--- src/rtl/fatori_fault_pkg.sv ---
`default_nettype none
// ============================================================================
// Module   : fatori_fault_pkg
// Purpose  : Shared types and helpers for the fault aggregator.
//            - Read-select codes.
//            - Alarm state encoding.
//            - Popcount helper.
//            - Saturating-add helper.
// Revision : 1.0 - initial release
// ============================================================================
package fatori_fault_pkg;

    // Counter select codes presented on rd_sel_i.
    typedef enum logic [2:0] {
        RD_MIN       = 3'd0,
        RD_MAJ       = 3'd1,
        RD_SCRUB     = 3'd2,
        RD_TOT_MIN   = 3'd3,
        RD_TOT_MAJ   = 3'd4,
        RD_TOT_SCRUB = 3'd5,
        RD_STATUS    = 3'd6,
        RD_NONE      = 3'd7
    } rd_sel_e;

    // Alarm FSM encoding. The encoding is also visible through the status read.
    typedef enum logic [1:0] {
        ST_NORMAL = 2'd0,
        ST_ALARM  = 2'd1,
        ST_ACKED  = 2'd2
    } alarm_st_e;

    // Wide enough to count up to 64 lanes.
    localparam int unsigned c_POP_W = 7;

    // Number of set bits in a vector of up to 64 lanes.
    function automatic logic [c_POP_W-1:0] popcount(input logic [63:0] v);
        logic [c_POP_W-1:0] n;
        n = '0;
        for (int i = 0; i < 64; i++) begin
            n = n + c_POP_W'(v[i]);
        end
        return n;
    endfunction

    // a + b clamped to the all-ones value of a w-bit field (w <= 64).
    function automatic logic [63:0] sat_add(input logic [63:0] a,
                                            input logic [63:0] b,
                                            input int unsigned w);
        logic [63:0] lim;
        logic [64:0] s;
        lim = (w >= 64) ? {64{1'b1}} : ((64'd1 << w) - 64'd1);
        s   = {1'b0, a} + {1'b0, b};
        return (s > {1'b0, lim}) ? lim : s[63:0];
    endfunction

endpackage : fatori_fault_pkg
`default_nettype wire

--- src/rtl/fatori_sat_cnt.sv ---
`default_nettype none
// ============================================================================
// Module   : fatori_sat_cnt
// Purpose  : Saturating accumulator. Adds i_inc every cycle and sticks at
//            all-ones instead of wrapping. i_clr clears synchronously and
//            wins over the increment.
// Ports    : clk_i, arst_n_i (async active-low reset)
//            i_clr      - synchronous clear
//            i_inc      - increment amount (INC_W bits)
//            o_cnt      - current count (W bits)
// Revision : 1.0 - initial release
// ============================================================================
module fatori_sat_cnt
    import fatori_fault_pkg::*;
#(
    parameter int unsigned W     = 16,
    parameter int unsigned INC_W = 1
) (
    input  logic             clk_i,
    input  logic             arst_n_i,
    input  logic             i_clr,
    input  logic [INC_W-1:0] i_inc,
    output logic [W-1:0]     o_cnt
);

    logic [W-1:0] r_cnt;
    logic [W-1:0] w_next;

    assign w_next = W'(sat_add(64'(r_cnt), 64'(i_inc), W));

    always_ff @(posedge clk_i or negedge arst_n_i) begin
        if (!arst_n_i) begin
            r_cnt <= '0;
        end else if (i_clr) begin
            r_cnt <= '0;
        end else begin
            r_cnt <= w_next;
        end
    end

    assign o_cnt = r_cnt;

endmodule : fatori_sat_cnt
`default_nettype wire

--- src/rtl/fatori_fault_aggr.sv ---
`default_nettype none
// ============================================================================
// Module   : fatori_fault_aggr
// Purpose  : Aggregates per-monitor error pulses into three kinds of state:
//            - saturating per-lane and global counters;
//            - sticky per-lane major flags;
//            - a level alarm interrupt with an acknowledge.
//            Counters are read through a 1-cycle-latency read port.
// Macro    : FATORI_FAULT_AGGR_SCRUB_CNT_EN - builds the scrub counters.
//            When it is undefined, scrub_pulse_i is ignored and selects
//            2 and 5 read 0.
// Ports    : clk_i, arst_n_i (async active-low reset)
//            min/maj/scrub_pulse_i - per-lane event pulses
//            clr_i                 - clear counters, stickies and alarm
//            rd_req_i/rd_sel_i/rd_idx_i -> rd_valid_o/rd_data_o
//            maj_sticky_o          - per-lane major-seen flags
//            irq_o / irq_ack_i     - alarm interrupt and acknowledge
// Revision : 1.0 - initial release
// ============================================================================
module fatori_fault_aggr
    import fatori_fault_pkg::*;
#(
    parameter int unsigned NUM_MON = 4,
    parameter int unsigned CNT_W   = 16,
    parameter int unsigned TOT_W   = CNT_W + $clog2(NUM_MON + 1),
    parameter int unsigned MAJ_THR = 1
) (
    input  logic               clk_i,
    input  logic               arst_n_i,
    input  logic [NUM_MON-1:0] min_pulse_i,
    input  logic [NUM_MON-1:0] maj_pulse_i,
    input  logic [NUM_MON-1:0] scrub_pulse_i,
    input  logic               clr_i,
    input  logic               rd_req_i,
    input  logic [2:0]         rd_sel_i,
    input  logic [5:0]         rd_idx_i,
    output logic               rd_valid_o,
    output logic [TOT_W-1:0]   rd_data_o,
    output logic [NUM_MON-1:0] maj_sticky_o,
    output logic               irq_o,
    input  logic               irq_ack_i
);

    localparam int unsigned IDX_W = (NUM_MON > 1) ? $clog2(NUM_MON) : 1;

    // ------------------------------------------------------------------
    // Per-lane counters
    // ------------------------------------------------------------------
    logic [CNT_W-1:0] w_min_cnt [NUM_MON];
    logic [CNT_W-1:0] w_maj_cnt [NUM_MON];

    for (genvar gi = 0; gi < NUM_MON; gi++) begin : g_lane
        fatori_sat_cnt #(.W(CNT_W), .INC_W(1)) u_min_cnt (
            .clk_i    (clk_i),
            .arst_n_i (arst_n_i),
            .i_clr    (clr_i),
            .i_inc    (min_pulse_i[gi]),
            .o_cnt    (w_min_cnt[gi])
        );
        fatori_sat_cnt #(.W(CNT_W), .INC_W(1)) u_maj_cnt (
            .clk_i    (clk_i),
            .arst_n_i (arst_n_i),
            .i_clr    (clr_i),
            .i_inc    (maj_pulse_i[gi]),
            .o_cnt    (w_maj_cnt[gi])
        );
    end

    // ------------------------------------------------------------------
    // Global totals
    // ------------------------------------------------------------------
    logic [c_POP_W-1:0] w_pop_min;
    logic [c_POP_W-1:0] w_pop_maj;
    logic [TOT_W-1:0]   w_tot_min;
    logic [TOT_W-1:0]   w_tot_maj;
    logic [TOT_W-1:0]   w_tot_maj_next;
    logic               w_maj_any;

    assign w_pop_min = popcount(64'(min_pulse_i));
    assign w_pop_maj = popcount(64'(maj_pulse_i));
    assign w_maj_any = |maj_pulse_i;

    fatori_sat_cnt #(.W(TOT_W), .INC_W(c_POP_W)) u_tot_min (
        .clk_i    (clk_i),
        .arst_n_i (arst_n_i),
        .i_clr    (clr_i),
        .i_inc    (w_pop_min),
        .o_cnt    (w_tot_min)
    );

    fatori_sat_cnt #(.W(TOT_W), .INC_W(c_POP_W)) u_tot_maj (
        .clk_i    (clk_i),
        .arst_n_i (arst_n_i),
        .i_clr    (clr_i),
        .i_inc    (w_pop_maj),
        .o_cnt    (w_tot_maj)
    );

    // The alarm threshold is judged on the value the total is about to take,
    // so irq_o rises one edge after the pulse that reaches MAJ_THR.
    assign w_tot_maj_next = TOT_W'(sat_add(64'(w_tot_maj), 64'(w_pop_maj), TOT_W));

`ifdef FATORI_FAULT_AGGR_SCRUB_CNT_EN
    // ------------------------------------------------------------------
    // Scrub counters (optional)
    // ------------------------------------------------------------------
    logic [CNT_W-1:0]   w_scrub_cnt [NUM_MON];
    logic [TOT_W-1:0]   w_tot_scrub;
    logic [c_POP_W-1:0] w_pop_scrub;

    assign w_pop_scrub = popcount(64'(scrub_pulse_i));

    for (genvar gs = 0; gs < NUM_MON; gs++) begin : g_scrub_lane
        fatori_sat_cnt #(.W(CNT_W), .INC_W(1)) u_scrub_cnt (
            .clk_i    (clk_i),
            .arst_n_i (arst_n_i),
            .i_clr    (clr_i),
            .i_inc    (scrub_pulse_i[gs]),
            .o_cnt    (w_scrub_cnt[gs])
        );
    end

    fatori_sat_cnt #(.W(TOT_W), .INC_W(c_POP_W)) u_tot_scrub (
        .clk_i    (clk_i),
        .arst_n_i (arst_n_i),
        .i_clr    (clr_i),
        .i_inc    (w_pop_scrub),
        .o_cnt    (w_tot_scrub)
    );
`else
    // Scrub pulses have no destination in this build.
    logic w_unused_scrub;
    assign w_unused_scrub = ^scrub_pulse_i;
`endif

    // ------------------------------------------------------------------
    // Sticky major flags
    // ------------------------------------------------------------------
    logic [NUM_MON-1:0] r_maj_sticky;

    always_ff @(posedge clk_i or negedge arst_n_i) begin
        if (!arst_n_i) begin
            r_maj_sticky <= '0;
        end else if (clr_i) begin
            r_maj_sticky <= '0;
        end else begin
            r_maj_sticky <= r_maj_sticky | maj_pulse_i;
        end
    end

    assign maj_sticky_o = r_maj_sticky;

    // ------------------------------------------------------------------
    // Alarm FSM
    // ------------------------------------------------------------------
    alarm_st_e r_state;
    alarm_st_e w_st_next;
    logic      r_irq;

    // A major pulse always outweighs an acknowledge in the same cycle,
    // both in ACKED (re-arm) and in ALARM (stay raised).
    always_comb begin
        w_st_next = r_state;
        if (clr_i) begin
            w_st_next = ST_NORMAL;
        end else begin
            case (r_state)
                ST_NORMAL: begin
                    if (w_maj_any && (64'(w_tot_maj_next) >= 64'(MAJ_THR))) begin
                        w_st_next = ST_ALARM;
                    end
                end
                ST_ALARM: begin
                    if (irq_ack_i && !w_maj_any) begin
                        w_st_next = ST_ACKED;
                    end
                end
                ST_ACKED: begin
                    if (w_maj_any) begin
                        w_st_next = ST_ALARM;
                    end
                end
                default: w_st_next = ST_NORMAL;
            endcase
        end
    end

    always_ff @(posedge clk_i or negedge arst_n_i) begin
        if (!arst_n_i) begin
            r_state <= ST_NORMAL;
            r_irq   <= 1'b0;
        end else begin
            r_state <= w_st_next;
            r_irq   <= (w_st_next == ST_ALARM);
        end
    end

    assign irq_o = r_irq;

    // ------------------------------------------------------------------
    // Read port
    // ------------------------------------------------------------------
    logic             w_lane_ok;
    logic [IDX_W-1:0] w_idx;
    logic [TOT_W-1:0] w_rd_mux;
    logic             r_rd_valid;
    logic [TOT_W-1:0] r_rd_data;

    assign w_lane_ok = (32'(rd_idx_i) < NUM_MON);
    assign w_idx     = rd_idx_i[IDX_W-1:0];

    // Reads sample the counters' current values, so a read in the same
    // cycle as a pulse or a clear returns the value before that edge.
    always_comb begin
        w_rd_mux = '0;
        case (rd_sel_e'(rd_sel_i))
            RD_MIN: begin
                if (w_lane_ok) w_rd_mux = TOT_W'(w_min_cnt[w_idx]);
            end
            RD_MAJ: begin
                if (w_lane_ok) w_rd_mux = TOT_W'(w_maj_cnt[w_idx]);
            end
            RD_SCRUB: begin
`ifdef FATORI_FAULT_AGGR_SCRUB_CNT_EN
                if (w_lane_ok) w_rd_mux = TOT_W'(w_scrub_cnt[w_idx]);
`endif
            end
            RD_TOT_MIN: w_rd_mux = w_tot_min;
            RD_TOT_MAJ: w_rd_mux = w_tot_maj;
            RD_TOT_SCRUB: begin
`ifdef FATORI_FAULT_AGGR_SCRUB_CNT_EN
                w_rd_mux = w_tot_scrub;
`endif
            end
            RD_STATUS: w_rd_mux = TOT_W'(r_state);
            default:   w_rd_mux = '0;
        endcase
    end

    always_ff @(posedge clk_i or negedge arst_n_i) begin
        if (!arst_n_i) begin
            r_rd_valid <= 1'b0;
            r_rd_data  <= '0;
        end else begin
            r_rd_valid <= rd_req_i;
            if (rd_req_i) begin
                r_rd_data <= w_rd_mux;
            end
        end
    end

    assign rd_valid_o = r_rd_valid;
    assign rd_data_o  = r_rd_data;

endmodule : fatori_fault_aggr
`default_nettype wire

--- config.mk ---
export PLATFORM = sky130hd
export DESIGN_NAME = fatori_fault_aggr
export DESIGN_NICKNAME = d
export VERILOG_FILES = /design/src/rtl/fatori_fault_pkg.sv /design/src/rtl/fatori_sat_cnt.sv /design/src/rtl/fatori_fault_aggr.sv
export SDC_FILE = /design/constraint.sdc
export NUM_CORES = 1
export LEC_CHECK = 0
export ABC_AREA = 1
export CAP_MARGIN = 10
export CORE_MARGIN = 2
export CORE_UTILIZATION = 58
export CTS_BUF_LIST = sky130_fd_sc_hd__clkbuf_2
export DETAILED_ROUTE_END_ITERATION = 8
export HOLD_SLACK_MARGIN = 0.02
export PLACE_DENSITY = 0.78
export SETUP_SLACK_MARGIN = 0.3
export SLEW_MARGIN = 20
export SYNTH_ARGS = -nofsm -noshare
export SYNTH_HDL_FRONTEND = slang
export SYNTH_SLANG_ARGS = --single-unit
--- constraint.sdc ---
create_clock -name clk_i -period 4.4 [get_ports clk_i]
set_input_delay 0.88 -clock clk_i [delete_from_list [all_inputs] [get_ports clk_i]]
set_output_delay 0.88 -clock clk_i [all_outputs]
set_load 0.02 [all_outputs]
==> metrics.md <==
| Metric | Value |
|---|---|
| DRC viols | `0` |
| Count of buffers inserted at the top-level ports | `46` |
| Synth top area cells | `sky130_fd_sc_hd__dfrtp_1, sky130_fd_sc_hd__nand2_1, sky130_fd_sc_hd__a21oi_1` |
| Row count | `50` |
| Post-CTS Setup Inserts | `0` |
| Std-Cell Core Area | `18,800 um^2` |
| Total Negative Setup Slacks | `0 ps` |
| Share of the yosys chip area belonging to registers | `0.430` |
| Classification of the worst-slack hold path | `primary input to async pin` |
| Post-synth top area share | `0.430` |
| Power density over cell area | `273 nW/um^2` |
| Cell count of the worst reg-to-reg path | `13` |
| RSZ-0062 raised after global routing | `false` |
| Cell chosen for the clock root | `sky130_fd_sc_hd__clkbuf_2` |
| Number of nets in the synthesized netlist | `1,519` |
| Global-route usage over all layers | `0.291` |
| Number of vias per cell | `5.68` |
| FF-to-FF End | `u_tot_min.o_cnt[18]` |
| Post-synth top flop | `sky130_fd_sc_hd__dfrtp_1` |
| Slew Limit Fails | `0` |
| Synth-to-Final Area Change | `8.52%` |
| DIE WIDTH | `143 um` |
| Critical path endpoint category | `register` |
| Static leakage | `5.31 nW` |
| Period utilisation layout | `0.731` |
| Final hold violations | `0` |
| Iteration count of the initial detailed-routing pass | `7` |
| Number of antenna-violating nets in the routed design | `0` |
| Total power after layout | `3.33 mW` |
| Mapped cell area | `11,200 um^2` |
| Via count of the first global-routing pass | `9,442` |
| Final global-route overflow total | `0` |
| Number of antenna violations at the first check in global routing | `1` |
| Non-Filler Instances | `1,763` |
| WL/cell | `16.2 um` |
| Area of the die | `20,500 um^2` |
| Leading cell type by number of instances after synthesis | `sky130_fd_sc_hd__nand2_1` |
| Cells after synthesis | `1,468` |
| Number of hold buffers added after cts | `0` |
| Min Tclk post-route | `3220 ps` |
| Highest net fanout along the worst path | `4` |
| Run status | `finished clean` |
| #FFs+latches synth | `193` |
| Max_slew headroom | `0.445` |
| Number of endpoints failing setup at the final stage | `0` |
| Pin count of the biggest net entering global routing | `91` |
| TritonCTS clock tree | `done` |
| Avg Cell Area, Syn | `7.64 um^2` |
| H-tree depth | `4` |
| Last element of the critical path | `u_tot_min.o_cnt[18]` |
| Number of inserted filler cells in the final layout | `1,656` |
| Total of warnings raised by yosys | `0` |
| Routed wire length | `28.6 mm` |
| Synth unique cells | `43` |
| Count of pins on the block boundary | `51` |
| Placed wire-length estimate after detailed placement | `20.7 mm` |
| Die Height | `143 um` |
| Maximum clock rate | `311 MHz` |
| IR Drop Worst-Case VDD | `199 uV` |
| Async SR Flop Fraction | `1.00` |
| Resized cells post-CTS | `0` |
| Clock Latency Late Sink | `780 ps` |
| Number of synthesized flops with an enable pin | `0` |
| Routed vias | `10,000` |
| Number of cells in the design after placement | `1,732` |
| Worst R2R Setup Slack | `1910 ps` |
| Fraction of layout instances using a drive strength above 1 | `0.0519` |
| Worst setup path startpoint | `min_pulse_i[0]` |
| Routability-driven placement congestion ratio | `0.965` |
| Required time of the critical path | `5090 ps` |
| Worst clock skew | `33.4 ps` |
| Max-Cap Viols | `0` |
| Initial standard-cell utilization of the core | `0.596` |
| Actual transition at the worst max-transition pin | `831 ps` |
| Nature of the critical path startpoint | `primary input` |
| Post-synth top cells | `sky130_fd_sc_hd__nand2_1, sky130_fd_sc_hd__dfrtp_1, sky130_fd_sc_hd__inv_1, sky130_fd_sc_hd__a21oi_1, sky130_fd_sc_hd__o21ai_0` |
| Data arrival time of the critical path | `3900 ps` |
| Sink count of the clock tree | `193` |
| Number of clock buffers inserted by TritonCTS | `17` |
| CTS Buffer Depth | `2` |
| Number of nets in the layout | `1,542` |
| Register clock-pin slew on the reported worst setup and hold paths | `260 ps` |
| Critical path class | `primary input to register` |
| First-iteration detailed-routing DRC count | `859` |
| First-pass GRT wire length | `46.8 mm` |
| Yosys top cell by area | `sky130_fd_sc_hd__dfrtp_1` |
| Startpoint of the worst-slack reg-to-reg timing path | `u_tot_min.o_cnt[0]` |
layer usage:
| metal | part of all wire | GRT usage |
|---|---|---|
| met1 | 0.44 | 0.398 |
| met2 | 0.47 | 0.464 |
| met3 | 0.057 | 0.0480 |
| met4 | 0.036 | 0.117 |
| met5 | 0 | 0 |
area by class of cell:
class                      count  area [um^2]  area share
antenna                        1         2.50    0.000206
inverter                     190          713      0.0586
multi-input combinational   1031         5460       0.449
tap                          260          325      0.0267
clock inverter                11          188      0.0154
clock buffer                  19         95.1     0.00781
timing repair buffer          58          559      0.0459
sequential                   193         4830       0.397
registers in the layout (all words and copies together) (netlist names):
| name | count |
|---|---|
| rd_valid_o | 1 |
| r_state | 2 |
| rd_data_o | 19 |
| irq_o | 1 |
| g_lane.u_min_cnt.o_cnt | 64 |
| g_lane.u_maj_cnt.o_cnt | 64 |
| u_tot_min.o_cnt | 19 |
| u_tot_maj.o_cnt | 19 |
| maj_sticky_o | 4 |
placed cells by master (no fill, tap or decap), drive strengths merged, types with 19 or more instances in the layout:
cell           count
inv              191
nand4             19
nor3              43
ha                19
nand2            299
o21ai            128
clkbuf            20
dfrtp            193
a21oi            167
xor2              61
nor2             125
nand3             89
clkdlybuf4s50     43
worst max-delay path, stage by stage:
cell and delay (ps):
sky130_fd_sc_hd__clkdlybuf4s50_1 500, sky130_fd_sc_hd__fa_1 560, sky130_fd_sc_hd__inv_1 50, sky130_fd_sc_hd__fa_1 360
sky130_fd_sc_hd__inv_1 120, sky130_fd_sc_hd__fa_1 230, sky130_fd_sc_hd__nand3_1 120, sky130_fd_sc_hd__inv_1 80
sky130_fd_sc_hd__nand3_1 100, sky130_fd_sc_hd__nor2_2 180, sky130_fd_sc_hd__nand4_1 200, sky130_fd_sc_hd__nor3_1 220
sky130_fd_sc_hd__o21ai_0 110, sky130_fd_sc_hd__a21oi_1 140, sky130_fd_sc_hd__nor2_1 50
worst min-delay path by stage:
stage	startpoint	to	slack, ps	depth (start not counted)
finish	arst_n_i	g_lane[1].u_maj_cnt.o_cnt[2]	60	1
global route	arst_n_i	u_tot_maj.o_cnt[14]	40	1
CTS	arst_n_i	r_state[0]	40	1
detailed placement	rd_data_o[10]	rd_data_o[10]	470	2
global placement	rd_data_o[13]	rd_data_o[13]	470	2
floorplan	g_lane[1].u_min_cnt.o_cnt[15]	g_lane[1].u_min_cnt.o_cnt[14]	530	2
metrics by stage:
| step | cell area (um^2) | setup slack (ps) | utilization | hold WS, ps |
|---|---|---|---|---|
| floorplan | 11200 | 1200 | - | 526 |
| global placement | 11900 | 421 | 0.631 | 466 |
| detailed placement | 11900 | 352 | 0.631 | 469 |
| CTS | 12200 | 1200 | 0.646 | 41.2 |
| global route | 12200 | 999 | 0.647 | 36.6 |
| finish | 12200 | 1180 | 0.647 | 64.7 |
report_power, final:
group / total, mW / internal (mW) / switching [mW]
Clock: 1.03 / 0.426 / 0.607
Sequential: 1.87 / 1.82 / 0.0473
Combinational: 0.422 / 0.145 / 0.278
cells by family after synthesis:
| group | count (synthesis) | synth area share |
|---|---|---|
| xor gates and xnor gates | 76 | 0.0593 |
| buffers and inverters | 244 | 0.0834 |
| and+or+nand+nor | 590 | 0.233 |
| AOI/OAI and AO/OA | 340 | 0.162 |
| adders and majority gates | 25 | 0.0319 |
| DFF | 193 | 0.430 |
No activity file was read; power rests on OpenSTA's default activity.
